### config.mk
export PLATFORM = sky130hd
export DESIGN_NAME = sipo_rx_flat
export DESIGN_NICKNAME = d
export VERILOG_FILES = /design/src/rtl/sipo_rx_if.sv /design/src/rtl/sipo_rx.sv /design/src/flat_wrapper.sv
export SDC_FILE = /design/constraint.sdc
export NUM_CORES = 1
export LEC_CHECK = 0
export CORE_ASPECT_RATIO = 0.75
export CORE_UTILIZATION = 43
export DETAILED_ROUTE_END_ITERATION = 6
export PLACE_DENSITY = 0.69
export SYNTH_ARGS = -nofsm -noshare
export SYNTH_HDL_FRONTEND = slang
export SYNTH_SLANG_ARGS = --single-unit
### constraint.sdc
create_clock -name clk -period 1.89 [get_ports clk]
set_input_delay 0.4725 -clock clk [delete_from_list [all_inputs] [get_ports clk]]
set_output_delay 0.4725 -clock clk [all_outputs]
set_load 0.02 [all_outputs]
### src/rtl/sipo_rx_if.sv
// Handshake bundle for the serial-in/parallel-out receiver.
// The serial line and strobe come from the master; the received word goes back to it.
interface sipo_rx_if #(
    parameter int WIDTH = 4
);
    logic             sin;
    logic             sin_en;
    logic             dout_ack;
    logic [WIDTH-1:0] dout;
    logic             dout_valid;
    logic             busy;
    logic             frame_err;
    logic             overrun;

    modport master (
        output sin, sin_en, dout_ack,
        input  dout, dout_valid, busy, frame_err, overrun
    );

    modport slave (
        input  sin, sin_en, dout_ack,
        output dout, dout_valid, busy, frame_err, overrun
    );
endinterface

### src/rtl/sipo_rx.sv
// Strobed serial receiver: start bit 0, WIDTH data bits LSB-first, stop bit 1.
// Holds the last good word until acknowledged; flags framing errors and overruns.
module sipo_rx #(
    parameter int WIDTH = 4
) (
    input  logic       clk,
    input  logic       reset,
    sipo_rx_if.slave   bus
);
    localparam int CNT_W = $clog2(WIDTH + 1);

    if (WIDTH < 2 || WIDTH > 16) begin : g_width_check
        $error("sipo_rx: WIDTH must be in 2..16");
    end

    typedef enum logic [1:0] {
        IDLE = 2'd0,
        DATA = 2'd1,
        STOP = 2'd2
    } state_t;

    state_t             state_q, state_d;
    logic [CNT_W-1:0]   cnt_q, cnt_d;
    logic [WIDTH-1:0]   shift_q, shift_d;
    logic [WIDTH-1:0]   dout_q, dout_d;
    logic               dout_valid_q, dout_valid_d;
    logic               busy_q, busy_d;
    logic               frame_err_q, frame_err_d;
    logic               overrun_q, overrun_d;
    logic               load;

    always_comb begin
        state_d      = state_q;
        cnt_d        = cnt_q;
        shift_d      = shift_q;
        frame_err_d  = 1'b0;
        load         = 1'b0;

        if (bus.sin_en) begin
            unique case (state_q)
                IDLE: begin
                    if (!bus.sin) begin
                        state_d = DATA;
                        cnt_d   = '0;
                    end
                end
                DATA: begin
                    shift_d = {bus.sin, shift_q[WIDTH-1:1]};
                    cnt_d   = cnt_q + CNT_W'(1);
                    if (cnt_q == CNT_W'(WIDTH - 1)) begin
                        state_d = STOP;
                    end
                end
                STOP: begin
                    // Either way we go back to IDLE; a bad stop bit must not count as a start bit.
                    state_d = IDLE;
                    if (bus.sin) begin
                        load = 1'b1;
                    end else begin
                        frame_err_d = 1'b1;
                        shift_d     = '0;
                    end
                end
                default: begin
                    state_d = IDLE;
                    cnt_d   = '0;
                end
            endcase
        end

        busy_d = (state_d != IDLE);
    end

    // Output word and its handshake; a load wins over a simultaneous acknowledge.
    always_comb begin
        dout_d       = dout_q;
        dout_valid_d = dout_valid_q;
        overrun_d    = 1'b0;

        if (load) begin
            dout_d       = shift_q;
            dout_valid_d = 1'b1;
            overrun_d    = dout_valid_q && !bus.dout_ack;
        end else if (bus.dout_ack) begin
            dout_valid_d = 1'b0;
        end
    end

    always_ff @(posedge clk or negedge reset) begin
        if (!reset) begin
            state_q      <= IDLE;
            cnt_q        <= '0;
            shift_q      <= '0;
            dout_q       <= '0;
            dout_valid_q <= 1'b0;
            busy_q       <= 1'b0;
            frame_err_q  <= 1'b0;
            overrun_q    <= 1'b0;
        end else begin
            state_q      <= state_d;
            cnt_q        <= cnt_d;
            shift_q      <= shift_d;
            dout_q       <= dout_d;
            dout_valid_q <= dout_valid_d;
            busy_q       <= busy_d;
            frame_err_q  <= frame_err_d;
            overrun_q    <= overrun_d;
        end
    end

    assign bus.dout       = dout_q;
    assign bus.dout_valid = dout_valid_q;
    assign bus.busy       = busy_q;
    assign bus.frame_err  = frame_err_q;
    assign bus.overrun    = overrun_q;

endmodule

### src/flat_wrapper.sv
// flat-port wrapper written by rule: the top's interface ports become plain ports
module sipo_rx_flat 
#(
    parameter int WIDTH = 4
)
  (clk, reset, bus_sin, bus_sin_en, bus_dout_ack, bus_dout, bus_dout_valid, bus_busy, bus_frame_err, bus_overrun);
  sipo_rx_if #(.WIDTH(WIDTH)) bus_i ();
  input  logic clk;
  input  logic reset;
  input wire logic [$bits(bus_i.sin)-1:0] bus_sin;
  input wire logic [$bits(bus_i.sin_en)-1:0] bus_sin_en;
  input wire logic [$bits(bus_i.dout_ack)-1:0] bus_dout_ack;
  output wire logic [$bits(bus_i.dout)-1:0] bus_dout;
  output wire logic [$bits(bus_i.dout_valid)-1:0] bus_dout_valid;
  output wire logic [$bits(bus_i.busy)-1:0] bus_busy;
  output wire logic [$bits(bus_i.frame_err)-1:0] bus_frame_err;
  output wire logic [$bits(bus_i.overrun)-1:0] bus_overrun;
  assign bus_i.sin = bus_sin;
  assign bus_i.sin_en = bus_sin_en;
  assign bus_i.dout_ack = bus_dout_ack;
  assign bus_dout = bus_i.dout;
  assign bus_dout_valid = bus_i.dout_valid;
  assign bus_busy = bus_i.busy;
  assign bus_frame_err = bus_i.frame_err;
  assign bus_overrun = bus_i.overrun;
  sipo_rx #(.WIDTH(WIDTH)) u_core (.clk(clk), .reset(reset), .bus(bus_i));
endmodule
==> results.yml, run 1 <==
yosys:
  yosysTopAreaCellShare: 0.562
  yosys.area.top_type: "dfrtp_1"
  synthDistinctLibCells: 24
  synth_edf_count: 0
  synth.avg_cell_area_um2: 11.8
  seq_area_frac_synth: 0.562
  yosys_warnings: 0
  synthTopCellsByArea: "dfrtp_1, mux2_4, ha_1"
  syn_inst: 64
  synth_most_common_cell: "dfrtp_1"
  ys_async_sr_fraction: 1.00
  synthTopCellsByCount: "dfrtp_1, nor2_1, a21oi_1, nand2_1, o21ai_0"
  synth_ff_type: "dfrtp_1"
  synth_fp_nets: 71
  synth_area_um2: 757
  synth_seq_cells: 17
detailed_routing:
  dr.pass1.iters: 2
  drcViolationCount: 0
  post_drt_wl_per_cell_um: 12.0
  via_per_inst: 4.91
  ant_nets: 0
  num_vias: 491
  drtIter0Drc: 8
  routed_wl_um: 1200
placement:
  port_buffers: 12
  dpl.hpwl_um: 883
  gp_congestion: 0.744
  place_area_um2: 895
critical_path:
  critical-path-max-stage-delay_ps: 610
  cp.buffers_inverters: 1
  required_ps: 1420
  reg2reg_to: "u_core.bus.dout[3]"
  path_class: "reg2out"
  critPathTopFamily: "buffers and inverters"
  rr_worst_depth: 2
  cp-start-kind: "flip-flop"
  endpoint_kind: "output pin"
  cp_max_fo: 2
  rr_startpoint: "u_core.state_q[0]"
  crit_chain: "clkdlybuf4s50_1"
  cp.arrival_ps: 1260
  cp_slowest_cell: "clkdlybuf4s50_1"
  rrSetupSlack_ps: 600
clock_tree:
  numCtsBuffers: 3
  clock_latency_ps: 290
  clock-root-buffer: "clkbuf_4"
  htree_levels: 1
  post_cts_buffers: 0
  postCtsHoldBufs: 0
  cts_tree: "yes"
  clockBufferDepth: 2
  cts-resized-gates: 0
  clock_sinks: 17
  clk_pin_slew_ps: 90
floorplan:
  die_area_mm2: 0.00193
  rows: 12
  die_h_um: 38.3
  coreArea_mm2: 0.00156
  pin_count: 13
  die_w_um: 50.5
  start_util: 0.485
layout:
  num_antenna_cells: 0
  multi_input_area_um2: 304
  final_nets: 87
  area.sequential_um2: 425
  fillCellCount: 132
  drive_gt1_frac: 0.127
  area_growth_pct: 21.7
  fin_area_um2: 921
worst_hold_path:
  hp-class: "in2async"
timing:
  worst_pin_slew_ps: 393
  fin_crit_ps: 1740
  rsz0062_at_grt: "false"
  fmax_ghz: 0.576
  timing.setup.tns_ps: 0
  fin_worst_skew_ps: 2.53
  drv_slew: 0
  finalHoldViolCount: 0
  report.final.setup_viol: 0
  relSlewSlack: 0.735
  post-route-period-util: 0.918
global_routing:
  grt.overflow.total: 0
  grt_pass1_wl_um: 2170
  antenna_found_initial: 0
  grt_pass1_vias: 467
  gr-usage-all-layers: 0.167
  grt_start_max_net_pins: 18
power_and_ir_drop:
  powerDensity_mw_per_mm2: 1350
  leakagePower_nw: 0.428
  vdd_drop_max_uv: 866
outcome:
  status: "complete, no violations"
flow_run:
  drv_cap: 0
==> where the power goes <==
group          internal (mW)  total, mW  switching (mW)  leakage (nW)
sequential             0.494      0.621           0.128         0.216
combinational          0.239      0.430           0.191         0.197
clock                 0.0821      0.189           0.107        0.0150
total                  0.815       1.24           0.426         0.428
==> cells by family after synthesis <==
| family | after synthesis | share of synthesized area |
|---|---|---|
| AND/OR/NAND/NOR | 22 | 0.180 |
| buffers and inverters | 5 | 0.0364 |
| adder cells (fa/ha/maj) | 2 | 0.0331 |
| multiplexers | 4 | 0.0744 |
| flip-flops | 17 | 0.562 |
| AO/OA/AOI/OAI | 14 | 0.114 |
==> layer usage <==
layer / track usage / routed length (um) / vias up
li1: - / - / 257
met5: 0 / 0 / -
met3: 0.0714 / 57 / 2
met2: 0.213 / 484 / 11
met1: 0.234 / 642 / 221
met4: 0.0833 / 19 / 0
==> worst max path at each step <==
stage / start / endpoint / slack (ps) / cells past startpoint
finish: u_core.bus.dout[2] / bus_dout[2] / 150 / 1
global route: u_core.bus.dout[2] / bus_dout[2] / 100 / 1
CTS: u_core.bus.dout[2] / bus_dout[2] / 140 / 1
detailed placement: bus_sin_en / u_core.bus.dout[2] / 110 / 3
global placement: bus_sin_en / u_core.shift_q[3] / 130 / 4
floorplan: u_core.cnt_q[0] / u_core.state_q[0] / 820 / 5
==> state kept, by name (all words and copies together) (netlist names) <==
signal	flops
u_core.bus.dout_valid	1
u_core.bus.dout	4
u_core.bus.overrun	1
u_core.bus.busy	1
u_core.shift_q	4
u_core.bus.frame_err	1
u_core.state_q	2
u_core.cnt_q	3
==> cell type report <==
type / count / area share
Inverter: 3 / 0.0122
Clock buffer: 4 / 0.0285
Multi-Input combinational cell: 42 / 0.330
Timing Repair Buffer: 13 / 0.139
Sequential cell: 17 / 0.462
Tap cell: 21 / 0.0285
==> placed cells by master, fill, tap and decap left out, types with 2 or more instances in the layout <==
cell type / n
a21oi_1: 4
clkbuf_4: 3
clkdlybuf4s50_1: 12
dfrtp_1: 17
ha_1: 2
inv_1: 3
mux2_4: 3
nand2_1: 4
nand2b_1: 3
nand3b_1: 2
nor2_1: 6
nor3b_1: 2
o21ai_0: 4
o22ai_1: 2
==> stage by stage <==
| step | setup WS, ps | total power [mW] | utilization | instances | hold WS [ps] |
|---|---|---|---|---|---|
| after floorplan | 819 | 0.914 | - | 64 | 177 |
| after global placement | 130 | 1.05 | 0.573 | 96 | 486 |
| after detailed placement | 111 | 1.06 | 0.573 | 96 | 487 |
| after CTS | 143 | 1.25 | 0.590 | 100 | 491 |
| after global routing | 99.9 | 1.35 | 0.590 | 100 | 522 |
| final | 155 | 1.24 | 0.590 | 100 | 489 |
Note: power is estimated with default switching activity, not from simulation.
==> run 2: changes to the inputs <==
--- a/config.mk
+++ b/config.mk
@@ -5,10 +5,9 @@
 export SDC_FILE = /design/constraint.sdc
 export NUM_CORES = 1
 export LEC_CHECK = 0
-export CORE_ASPECT_RATIO = 0.75
-export CORE_UTILIZATION = 43
+export CORE_UTILIZATION = 53
 export DETAILED_ROUTE_END_ITERATION = 6
-export PLACE_DENSITY = 0.69
+export PLACE_DENSITY = 0.82
 export SYNTH_ARGS = -nofsm -noshare
 export SYNTH_HDL_FRONTEND = slang
 export SYNTH_SLANG_ARGS = --single-unit
==> results.yml, run 2 (synthesized netlist as in run 1, its figures left out) <==
outcome:
  status: "complete, no violations"
floorplan:
  die_h_um: 39.8
  rows: 13
  start_util: 0.575
  pin_count: 13
  die_area_mm2: 0.00158
  die_w_um: 39.8
  coreArea_mm2: 0.00132
worst_hold_path:
  hp-start: "u_core.bus.dout[1]"
  hp-class: "reg2reg"
  hold_path_depth: 2
  hold_end: "u_core.bus.dout[1]"
timing:
  finalHoldViolCount: 0
  timing.setup.tns_ps: 0
  whs_ps: 487
  relSlewSlack: 0.743
  fmax_ghz: 0.575
  fin_worst_skew_ps: 1.54
  post-route-period-util: 0.921
  drv_slew: 0
  fin_crit_ps: 1740
  worst_pin_slew_ps: 385
  rsz0062_at_grt: "false"
  report.final.setup_viol: 0
critical_path:
  critical-path-max-stage-delay_ps: 610
  cp.arrival_ps: 1270
  critPathTopFamily: "buffers and inverters"
  crit_chain: "clkdlybuf4s50_1"
  rr_worst_depth: 2
  cp_slowest_cell: "clkdlybuf4s50_1"
  rr_startpoint: "u_core.state_q[0]"
  rrSetupSlack_ps: 600
  path_class: "reg2out"
  cp.buffers_inverters: 1
  required_ps: 1420
  reg2reg_to: "u_core.bus.dout[0]"
  cp-start-kind: "flip-flop"
  endpoint_kind: "output pin"
  cp_max_fo: 2
layout:
  num_antenna_cells: 0
  drive_gt1_frac: 0.127
  final_nets: 87
  area_growth_pct: 20.7
  final_util: 0.693
  fin_area_um2: 913
  layout_common_cells: "dfrtp_1, clkdlybuf4s50_1, nor2_1"
  mostFrequentLayoutCell: "dfrtp_1"
global_routing:
  grt_pass1_vias: 448
  gr-usage-all-layers: 0.193
  antenna_found_initial: 0
  grt.overflow.total: 0
  grt_start_max_net_pins: 18
  grt_pass1_wl_um: 1900
detailed_routing:
  num_vias: 497
  via_per_inst: 5.29
  routed_wl_um: 1260
  drtIter0Drc: 5
  ant_nets: 0
  drcViolationCount: 0
  post_drt_wl_per_cell_um: 13.4
  dr.pass1.iters: 4
power_and_ir_drop:
  vdd_drop_max_uv: 764
  leakagePower_nw: 0.428
  finalPower_mw: 1.24
  powerDensity_mw_per_mm2: 1360
clock_tree:
  clock_sinks: 17
  post_cts_buffers: 0
  cts-resized-gates: 0
  clock-root-buffer: "clkbuf_4"
  numCtsBuffers: 3
  cts_tree: "yes"
  clock_latency_ps: 280
  clk_pin_slew_ps: 90
  clockBufferDepth: 2
  htree_levels: 1
  postCtsHoldBufs: 0
placement:
  port_buffers: 12
  place_area_um2: 887
  dpl.hpwl_um: 950
  gp_congestion: 0.765
flow_run:
  drv_cap: 0
## run 2: worst max path at each step
stage                                  start                  to  slack (ps)  cells past startpoint
final                     u_core.bus.dout[0]         bus_dout[0]         150                      1
after global routing      u_core.bus.dout[0]         bus_dout[0]         100                      1
after CTS                 u_core.bus.dout[0]         bus_dout[0]         130                      1
after detailed placement          bus_sin_en  u_core.bus.dout[0]          90                      3
after global placement            bus_sin_en  u_core.bus.dout[2]         140                      3
after floorplan              u_core.cnt_q[0]   u_core.state_q[0]         820                      5
## run 2: stage by stage
step                      instances  setup WS, ps
after detailed placement         90          94.5
after global placement           90           141
after floorplan                  64           819
after CTS                        94           128
after global routing             94           104
final                            94           150
## run 2: report_power, final
| part | internal, mW | switching [mW] | total (mW) | leakage, nW |
|---|---|---|---|---|
| sequential | 0.494 | 0.134 | 0.628 | 0.216 |
| combinational | 0.240 | 0.190 | 0.429 | 0.197 |
| clock | 0.0820 | 0.103 | 0.185 | 0.0150 |
| total | 0.816 | 0.427 | 1.24 | 0.428 |
## run 2: area by class of cell
cell class | count | area [um^2]
tap | 15 | 18.8
sequential | 17 | 425
clock buffer | 4 | 26.3
fill | 95 | 404
timing repair buffer | 13 | 128
inverter | 3 | 11.3
multi-input combinational | 42 | 304
## run 2: per-layer routing
layer | track usage | wire, um | up-vias
met4 | 0.129 | 24 | 0
li1 | - | - | 259
met2 | 0.299 | 617 | 10
met3 | 0.0341 | 44 | 4
met1 | 0.239 | 571 | 224
met5 | 0 | 0 | -
## run 2: worst min-delay path: cells and delay by family, from the launching register on
family | cells | cell delay (ps)
compound gates | 1 | 60
flops | 1 | 350
simple gates | 1 | 50
